## config.mk

```make
export PLATFORM = sky130hd
export DESIGN_NAME = ex_pipeline_hazard_controller
export DESIGN_NICKNAME = d
export VERILOG_FILES = /design/src/rtl/ex_pipeline_hazard_controller.sv
export SDC_FILE = /design/constraint.sdc
export NUM_CORES = 1
export LEC_CHECK = 0
export ABC_CLOCK_PERIOD_IN_PS = 1700
export BUFFER_PORTS_ARGS = -buffer_cell sky130_fd_sc_hd__buf_2
export CAP_MARGIN = 40
export CORE_AREA = 4 4 44 46
export DETAILED_ROUTE_END_ITERATION = 8
export DIE_AREA = 0 0 48 50
export PLACE_DENSITY = 0.71
export SLEW_MARGIN = 20
export SYNTH_ARGS = -nofsm -noshare
export SYNTH_HDL_FRONTEND = slang
export SYNTH_SLANG_ARGS = --single-unit
export TNS_END_PERCENT = 100
```

## constraint.sdc

```tcl
create_clock -name i_clk -period 1.7 [get_ports i_clk]
set_input_delay 0.255 -clock i_clk [delete_from_list [all_inputs] [get_ports i_clk]]
set_output_delay 0.255 -clock i_clk [all_outputs]
set_load 0.1 [all_outputs]
```

## src/rtl/ex_pipeline_hazard_controller.sv

```systemverilog
// Stall/flush/hold sequencer for the 5-stage core: load-use bubbles, mult/div EX occupancy, branch flush, HALT drain, debug step.
// Latency: outputs are combinational (Mealy) from registered state/counter and current inputs; state updates on the next edge.
// Backpressure: a low global enable (step mode without a step pulse) freezes state and counter and deasserts every control.
module ex_pipeline_hazard_controller #(
    parameter int RNBITS       = 5,
    parameter int MD_LATENCY   = 4,
    parameter int DRAIN_CYCLES = 4,
    parameter int CNTBITS      = 3
) (
    input  logic              i_clk,
    input  logic              i_reset,
    input  logic              i_ID_EX_MemRead,
    input  logic [RNBITS-1:0] i_ID_EX_Rt,
    input  logic [RNBITS-1:0] i_IF_ID_Rs,
    input  logic [RNBITS-1:0] i_IF_ID_Rt,
    input  logic              i_branch_taken,
    input  logic              i_md_start,
    input  logic              i_halt,
    input  logic              i_debug_mode,
    input  logic              i_step,
    output logic              o_pc_write,
    output logic              o_IF_ID_write,
    output logic              o_IF_ID_flush,
    output logic              o_ID_EX_write,
    output logic              o_ID_EX_flush,
    output logic              o_EX_MEM_flush,
    output logic              o_pipe_en,
    output logic              o_halted,
    output logic [1:0]        o_state
);

    typedef enum logic [1:0] {
        ST_RUN     = 2'b00,
        ST_MD_WAIT = 2'b01,
        ST_DRAIN   = 2'b10,
        ST_HALTED  = 2'b11
    } state_e;

    localparam logic [CNTBITS-1:0] MD_LOAD    = CNTBITS'(MD_LATENCY - 1);
    localparam logic [CNTBITS-1:0] DRAIN_LOAD = CNTBITS'(DRAIN_CYCLES - 1);

    state_e             state_q, state_d;
    logic [CNTBITS-1:0] cnt_q, cnt_d;
    logic               en;
    logic               load_use;

    assign en = !i_debug_mode || i_step;

    // r0 is hardwired zero, so a load targeting it never creates a dependency.
    assign load_use = i_ID_EX_MemRead && (i_ID_EX_Rt != '0) &&
                      ((i_ID_EX_Rt == i_IF_ID_Rs) || (i_ID_EX_Rt == i_IF_ID_Rt));

    always_ff @(posedge i_clk or negedge i_reset) begin
        if (!i_reset) begin
            state_q <= ST_RUN;
            cnt_q   <= '0;
        end else begin
            state_q <= state_d;
            cnt_q   <= cnt_d;
        end
    end

    always_comb begin
        state_d        = state_q;
        cnt_d          = cnt_q;
        o_pc_write     = 1'b0;
        o_IF_ID_write  = 1'b0;
        o_IF_ID_flush  = 1'b0;
        o_ID_EX_write  = 1'b0;
        o_ID_EX_flush  = 1'b0;
        o_EX_MEM_flush = 1'b0;
        o_pipe_en      = 1'b0;

        if (en) begin
            unique case (state_q)
                ST_RUN: begin
                    o_pc_write    = 1'b1;
                    o_IF_ID_write = 1'b1;
                    o_ID_EX_write = 1'b1;
                    o_pipe_en     = 1'b1;
                    if (i_halt) begin
                        o_pc_write    = 1'b0;
                        o_IF_ID_flush = 1'b1;
                        state_d       = ST_DRAIN;
                        cnt_d         = DRAIN_LOAD;
                    end else if (i_md_start) begin
                        state_d = ST_MD_WAIT;
                        cnt_d   = MD_LOAD;
                    end else if (load_use) begin
                        // Branch in ID is deliberately ignored: it re-resolves once the load data is forwardable.
                        o_pc_write    = 1'b0;
                        o_IF_ID_write = 1'b0;
                        o_ID_EX_flush = 1'b1;
                    end else if (i_branch_taken) begin
                        o_IF_ID_flush = 1'b1;
                    end
                end
                ST_MD_WAIT: begin
                    o_EX_MEM_flush = 1'b1;
                    o_pipe_en      = 1'b1;
                    if (cnt_q == '0) begin
                        state_d = ST_RUN;
                    end else begin
                        cnt_d = cnt_q - 1'b1;
                    end
                end
                ST_DRAIN: begin
                    o_IF_ID_write = 1'b1;
                    o_IF_ID_flush = 1'b1;
                    o_ID_EX_write = 1'b1;
                    o_pipe_en     = 1'b1;
                    if (cnt_q == '0) begin
                        state_d = ST_HALTED;
                    end else begin
                        cnt_d = cnt_q - 1'b1;
                    end
                end
                ST_HALTED: begin
                    state_d = ST_HALTED;
                end
                default: begin
                    state_d = ST_RUN;
                    cnt_d   = '0;
                end
            endcase
        end
    end

    assign o_halted = (state_q == ST_HALTED);
    assign o_state  = state_q;

endmodule

```

==> run_results.csv, run 1 <==
group,metric,value,unit
clocking,clk_latency,0.24,ns
sta,maxSlewViolCount,0,
cells_and_area,diodes,0,
die,ioPinCount,33,
die,die_w,48,um
worst_hold_path,hp-class,"in2async",
run_status,outcome,"complete, but fails checks",
routing,drc_errors,0,
logic_synthesis,synth.distinct_cells,22,
global_routing,grt_pass1_vias,727,
global_routing,grt_first_pass_wirelength,3.10,mm
logic_synthesis,synth_nets,97,
logic_synthesis,netlist_area,567,um^2
cells_and_area,layout_commonest_cell,"buf_2",
critical_path,worstRegToRegCells,7,
cells_and_area,drive_gt1_share,66.4,%
sta,fin_skew,0.000525,ns
sta,fin_crit,1.89,ns
die,die_y,50,um
power_and_ir_drop,p_total,2850,uW
critical_path,rrSetupSlack,0.01,ns
clocking,cts.path.max_buffers,2,
logic_synthesis,yosysWarnings,0,
critical_path,critical_path_class,"reg2out",
sta,relSlewSlack,67.9,%
clocking,cts_tree,"yes",
place,hpwl,1.53,mm
logic_synthesis,synth_area_leader_cell,"dfrtp_1",
run_status,violations,"setup timing",
cells_and_area,nNetsFinal,156,
logic_synthesis,syn_area_per_cell,8.46,um^2
sta,worst_pin_slew,0.485,ns
routing,dr.first_iter.drc_count,13,
place,gp_congestion,0.823,
clocking,clockRootBuffer,"clkbuf_4",
critical_path,arrival,1.64,ns
global_routing,grt_usage,18.0,%
cells_and_area,mostFrequentLayoutCells,"buf_2, buf_4, xnor2_1",
power_and_ir_drop,p_leak,0.000576,uW
clocking,clk_pin_slew,0.04,ns
routing,drt-wirelength-per-cell,13.7,um
critical_path,slowest_delay,0.48,ns
sta,timing.final.crit_share,111,%
global_routing,grt_overflow_total,0,
sta,final-setup-viol-count,6,
sta,finalHoldViolations,0,
critical_path,crit_start,"o_state[0]",
critical_path,r2r_end,"o_state[1]",
critical_path,worstPathCellList,"inv_4 > ha_4 > buf_6 > nor2_4 > nor2_4 > o31ai_4 > a21oi_4 > buf_12",
sta,rsz0062_at_grt,"true",
cells_and_area,synthToLayoutAreaGrowth,121,%
clocking,htreeDepth,1,
cells_and_area,design_area,1250,um^2
logic_synthesis,ys_seq_area_share,22.1,%
power_and_ir_drop,p_per_area,2270,nW/um^2
critical_path,crit_required,1.44,ns
power_and_ir_drop,ir_drop,1.43,mV
sta,holdWs,0.367,ns
die,die_area,2400,um^2
critical_path,reg2reg_from,"o_state[1]",
die,initial_utilization,37.6,%
sta,fin_ws,-0.194,ns
critical_path,end_kind,"primary output",
routing,dr.pass1.iters,4,
routing,via_per_inst,4.94,
global_routing,grt_max_degree,6,
routing,vias,697,
critical_path,cpMaxStageDelayCell,"dfrtp_4",
critical_path,crit_path_start_kind,"flop",
place,io_buffer_count,32,
routing,wirelength,1.94,mm
logic_synthesis,syn_inst,67,
clocking,clkSinkCount,5,
critical_path,crit_top_cell,"nor2_4",
clocking,cts_buffers,3,
global_routing,antenna_found_initial,0,
critical_path,crit_path_max_fanout,4,
place,dp_cells,130,
sta,max_freq,528,MHz
logic_synthesis,synth_top_area_share,22.1,%
die,rows,14,
place,place_area,1100,um^2
die,core,1510,um^2
logic_synthesis,ys_seq_elements,5,
critical_path,endpoint,"o_IF_ID_flush",
cells_and_area,finalNonFillerCells,141,
run,drv_cap,0,
routing,ant_nets,0,
logic_synthesis,ys_top_cells_by_area,"dfrtp_1, ha_1, xnor2_1",
cells_and_area,fillers,92,
power breakdown:
group | internal (uW) | switching (uW)
sequential | 194 | 49.4
combinational | 1080 | 1390
clock | 88.4 | 44.3
logic make-up after synthesis:
kind of cell             synth area share (%)
AND/OR/NAND/NOR                          22.5
AO/OA/AOI/OAI                            11.5
XOR/XNOR                                 15.5
adder cells (fa/ha/maj)                  15.5
buffers and inverters                    3.31
multiplexers                             9.71
flip-flops                               22.1
cell type report:
class / count / area (um^2) / area share, %
Multi-Input combinational cell: 57 / 593 / 47.3
Tap cell: 16 / 20.0 / 1.60
Clock buffer: 4 / 26.3 / 2.09
Timing Repair Buffer: 54 / 459 / 36.6
Sequential cell: 5 / 133 / 10.6
Inverter: 5 / 23.8 / 1.89
metal layers:
layer | up-vias | wire length [um] | GRT usage (%)
met3 | 6 | 91 | 2.91
li1 | 344 | - | -
met2 | 23 | 1100 | 30.4
met5 | - | 0 | 0
met1 | 324 | 692 | 20.0
met4 | 0 | 51 | 10.3
critical path, delay by kind of cell (launching register included):
kind | cells | cell delay [ns]
AOI/OAI and AO/OA | 2 | 0.25
and+or+nand+nor | 2 | 0.15
DFF | 1 | 0.48
buffers and inverters | 3 | 0.37
adders and majority gates | 1 | 0.16
cell usage after synthesis:
cell type	count
nor3_1	2
dfrtp_1	5
nor2b_1	3
o21ai_2	1
nand3_1	2
nand2_1	5
o22ai_1	1
xnor2_1	10
o31ai_1	1
a21boi_1	1
nand2b_1	3
inv_1	5
nor2_1	6
and3b_1	1
and2_1	1
a21oi_1	4
mux2i_1	1
mux2_2	4
ha_1	7
nor4_1	1
o211ai_1	2
or4_1	1
worst min-delay path by stage:
stage | from | slack (ns) | endpoint | cells after the start
after CTS | i_reset | 0.35 | cnt_q[0] | 2
after global placement | i_reset | 0.07 | cnt_q[1] | 1
final | i_reset | 0.37 | cnt_q[0] | 2
after floorplan | i_reset | -0.04 | cnt_q[0] | 0
after global routing | i_reset | 0.38 | cnt_q[0] | 2
after detailed placement | i_reset | 0.08 | cnt_q[1] | 1
registers in the layout (all words and copies together), names as in the netlist:
register,count
o_state,2
cnt_q,3
repair_timing:
action / CTS / global route
endpoints found under the setup margin: 6 / 12
hold buffers: 1 / 0
gates resized for setup: 10 / 7
setup buffers: 7 / 1
pin swaps: 5 / 0
endpoints found under the hold margin: 5 / 0
stage by stage:
step / setup TNS (ns) / util (%) / worst slack (ns)
after floorplan: -2.95 / - / -0.806
after global placement: -0.262 / 72.8 / -0.0691
after detailed placement: -0.468 / 72.8 / -0.124
after CTS: -0.951 / 81.0 / -0.198
after global routing: -1.52 / 83.3 / -0.252
final: -0.900 / 83.3 / -0.194
(Power assumes the default switching activity.)
==> inputs of run 2 (changes only) <==
Settings changed: CAP_MARGIN 40 to unset, REMOVE_ABC_BUFFERS set to 1.
==> run 2 against run 1 <==
The flow still finishes with violations (setup timing). Core utilization down 12 points. Clock-buffer cell count unchanged. Sequential share of layout area up 1.1 points. Global-route usage down 3.7 points. Die area unchanged. Routed wire length down 11%. Non-clock buffer count down 10. Critical endpoint unchanged. Largest power group unchanged.
==> run_results.csv, run 2 (synthesis results as in run 1) <==
group,metric,value,unit
die,core,1510,um^2
clocking,clk_latency,0.23,ns
sta,finalHoldViolations,0,
place,io_buffer_count,32,
routing,dr.first_iter.drc_count,4,
sta,fin_crit,1.85,ns
die,die_w,48,um
critical_path,critical_path_class,"reg2out",
sta,max_freq,540,MHz
cells_and_area,largest_register_ffs,3,
die,die_y,50,um
sta,holdWs,0.368,ns
clocking,clk_pin_slew,0.04,ns
cells_and_area,layout_commonest_cell,"buf_2",
power_and_ir_drop,ir_drop,1.89,mV
critical_path,worstRegToRegCells,6,
sta,timing.final.crit_share,109,%
run,drv_cap,0,
sta,rsz0062_at_grt,"true",
sta,worst_pin_slew,0.486,ns
critical_path,crit_path_max_fanout,5,
routing,drt-wirelength-per-cell,13.1,um
power_and_ir_drop,p_leak,0.000492,uW
die,die_area,2400,um^2
routing,via_per_inst,4.87,
sta,final-setup-viol-count,6,
clocking,cts_tree,"yes",
clocking,cts_buffers,3,
die,rows,14,
worst_hold_path,hp-class,"in2async",
cells_and_area,drive_gt1_share,57.4,%
place,hpwl,1.28,mm
run_status,outcome,"complete, but fails checks",
global_routing,grt_overflow_total,0,
critical_path,rrSetupSlack,-0.01,ns
routing,ant_nets,0,
global_routing,grt_first_pass_wirelength,2.55,mm
cells_and_area,diodes,0,
clocking,clockRootBuffer,"clkbuf_4",
place,place_area,912,um^2
die,initial_utilization,37.6,%
global_routing,grt_usage,14.3,%
clocking,clkSinkCount,5,
cells_and_area,nNetsFinal,146,
routing,wirelength,1.72,mm
routing,dr.pass1.iters,5,
clocking,cts.path.max_buffers,2,
place,gp_congestion,0.780,
sta,maxSlewViolCount,0,
run_status,violations,"setup timing",
global_routing,grt_max_degree,6,
routing,vias,638,
cells_and_area,mostFrequentLayoutCells,"buf_2, buf_4, xnor2_1",
cells_and_area,top_register,"cnt_q",
clocking,htreeDepth,1,
global_routing,antenna_found_initial,0,
sta,fin_ws,-0.150,ns
global_routing,grt_pass1_vias,638,
critical_path,reg2reg_from,"o_state[1]",
routing,drc_errors,0,
critical_path,r2r_end,"cnt_q[0]",
sta,fin_skew,0.00120,ns
cells_and_area,design_area,1070,um^2
critical_path,crit_path_start_kind,"flop",
die,ioPinCount,33,
sta,relSlewSlack,67.8,%
power_and_ir_drop,p_per_area,2190,nW/um^2
cells_and_area,synthToLayoutAreaGrowth,89.2,%
critical_path,arrival,1.60,ns
critical_path,end_kind,"primary output",
critical_path,crit_required,1.44,ns
sta,setup_tns,-0.488,ns
## run 2: cell count changes in the layout (fill, tap and decap cells not counted), moves of 3 or more
cell / delta
buf_4: -7
mux2_2: +4
mux2_4: -4
nor2_4: -3
## run 2: how the worst max path moves through the flow
stage / depth (start not counted) / from / slack (ns) / to
6_report: 5 / o_state[1] / -0.15 / o_IF_ID_flush
3_5_place_dp: 6 / i_ID_EX_Rt[1] / -0.15 / o_pc_write
3_3_place_gp: 6 / i_ID_EX_Rt[1] / -0.13 / o_pc_write
4_1_cts: 7 / o_state[1] / -0.19 / o_IF_ID_flush
2_1_floorplan: 5 / o_state[1] / -2.99 / o_IF_ID_flush
5_1_grt: 7 / o_state[1] / -0.22 / o_IF_ID_flush
## run 2: where the power goes
group	internal (uW)	total, uW	switching [uW]
logic	750	1990	1250
registers	178	220	41.7
clock network	88.5	133	44.8
## run 2: worst max-delay path, stage by stage, from the launching register on
cell	delay, ns
dfrtp_1	0.43
ha_4	0.18
buf_4	0.15
o31ai_1	0.32
a21oi_2	0.09
buf_12	0.18
## run 2: per-layer routing
| metal | wire (um) | GRT usage, % |
|---|---|---|
| met3 | 89 | 1.82 |
| met2 | 1030 | 27.8 |
| met5 | 0 | 0 |
| met4 | 0 | 4.04 |
| met1 | 603 | 14.5 |
## run 2: timing repair
| item | 4_1_cts | 5_1_grt |
|---|---|---|
| pin swaps | 5 | 5 |
| setup buffers | 1 | 2 |
| endpoints found under the setup margin | 4 | 6 |
| endpoints found under the hold margin | 5 | 0 |
| resized for setup | 15 | 8 |
| hold buffers | 1 | 0 |
## run 2: cell type report
type,instances,area [um^2]
fill,108,434
tap,16,20.0
sequential,5,125
inverter,5,18.8
clock buffer,4,26.3
timing repair buffer,44,367
multi-input combinational,57,515
## run 2: stage by stage
stage | setup WS (ns) | total power (uW) | utilization (%) | cells
after CTS | -0.193 | 2280 | 67.6 | 129
after detailed placement | -0.149 | 2030 | 60.5 | 123
after floorplan | -2.99 | 1460 | - | 67
after global routing | -0.224 | 2480 | 71.2 | 131
after global placement | -0.130 | 1990 | 60.5 | 123
final | -0.150 | 2350 | 71.2 | 131
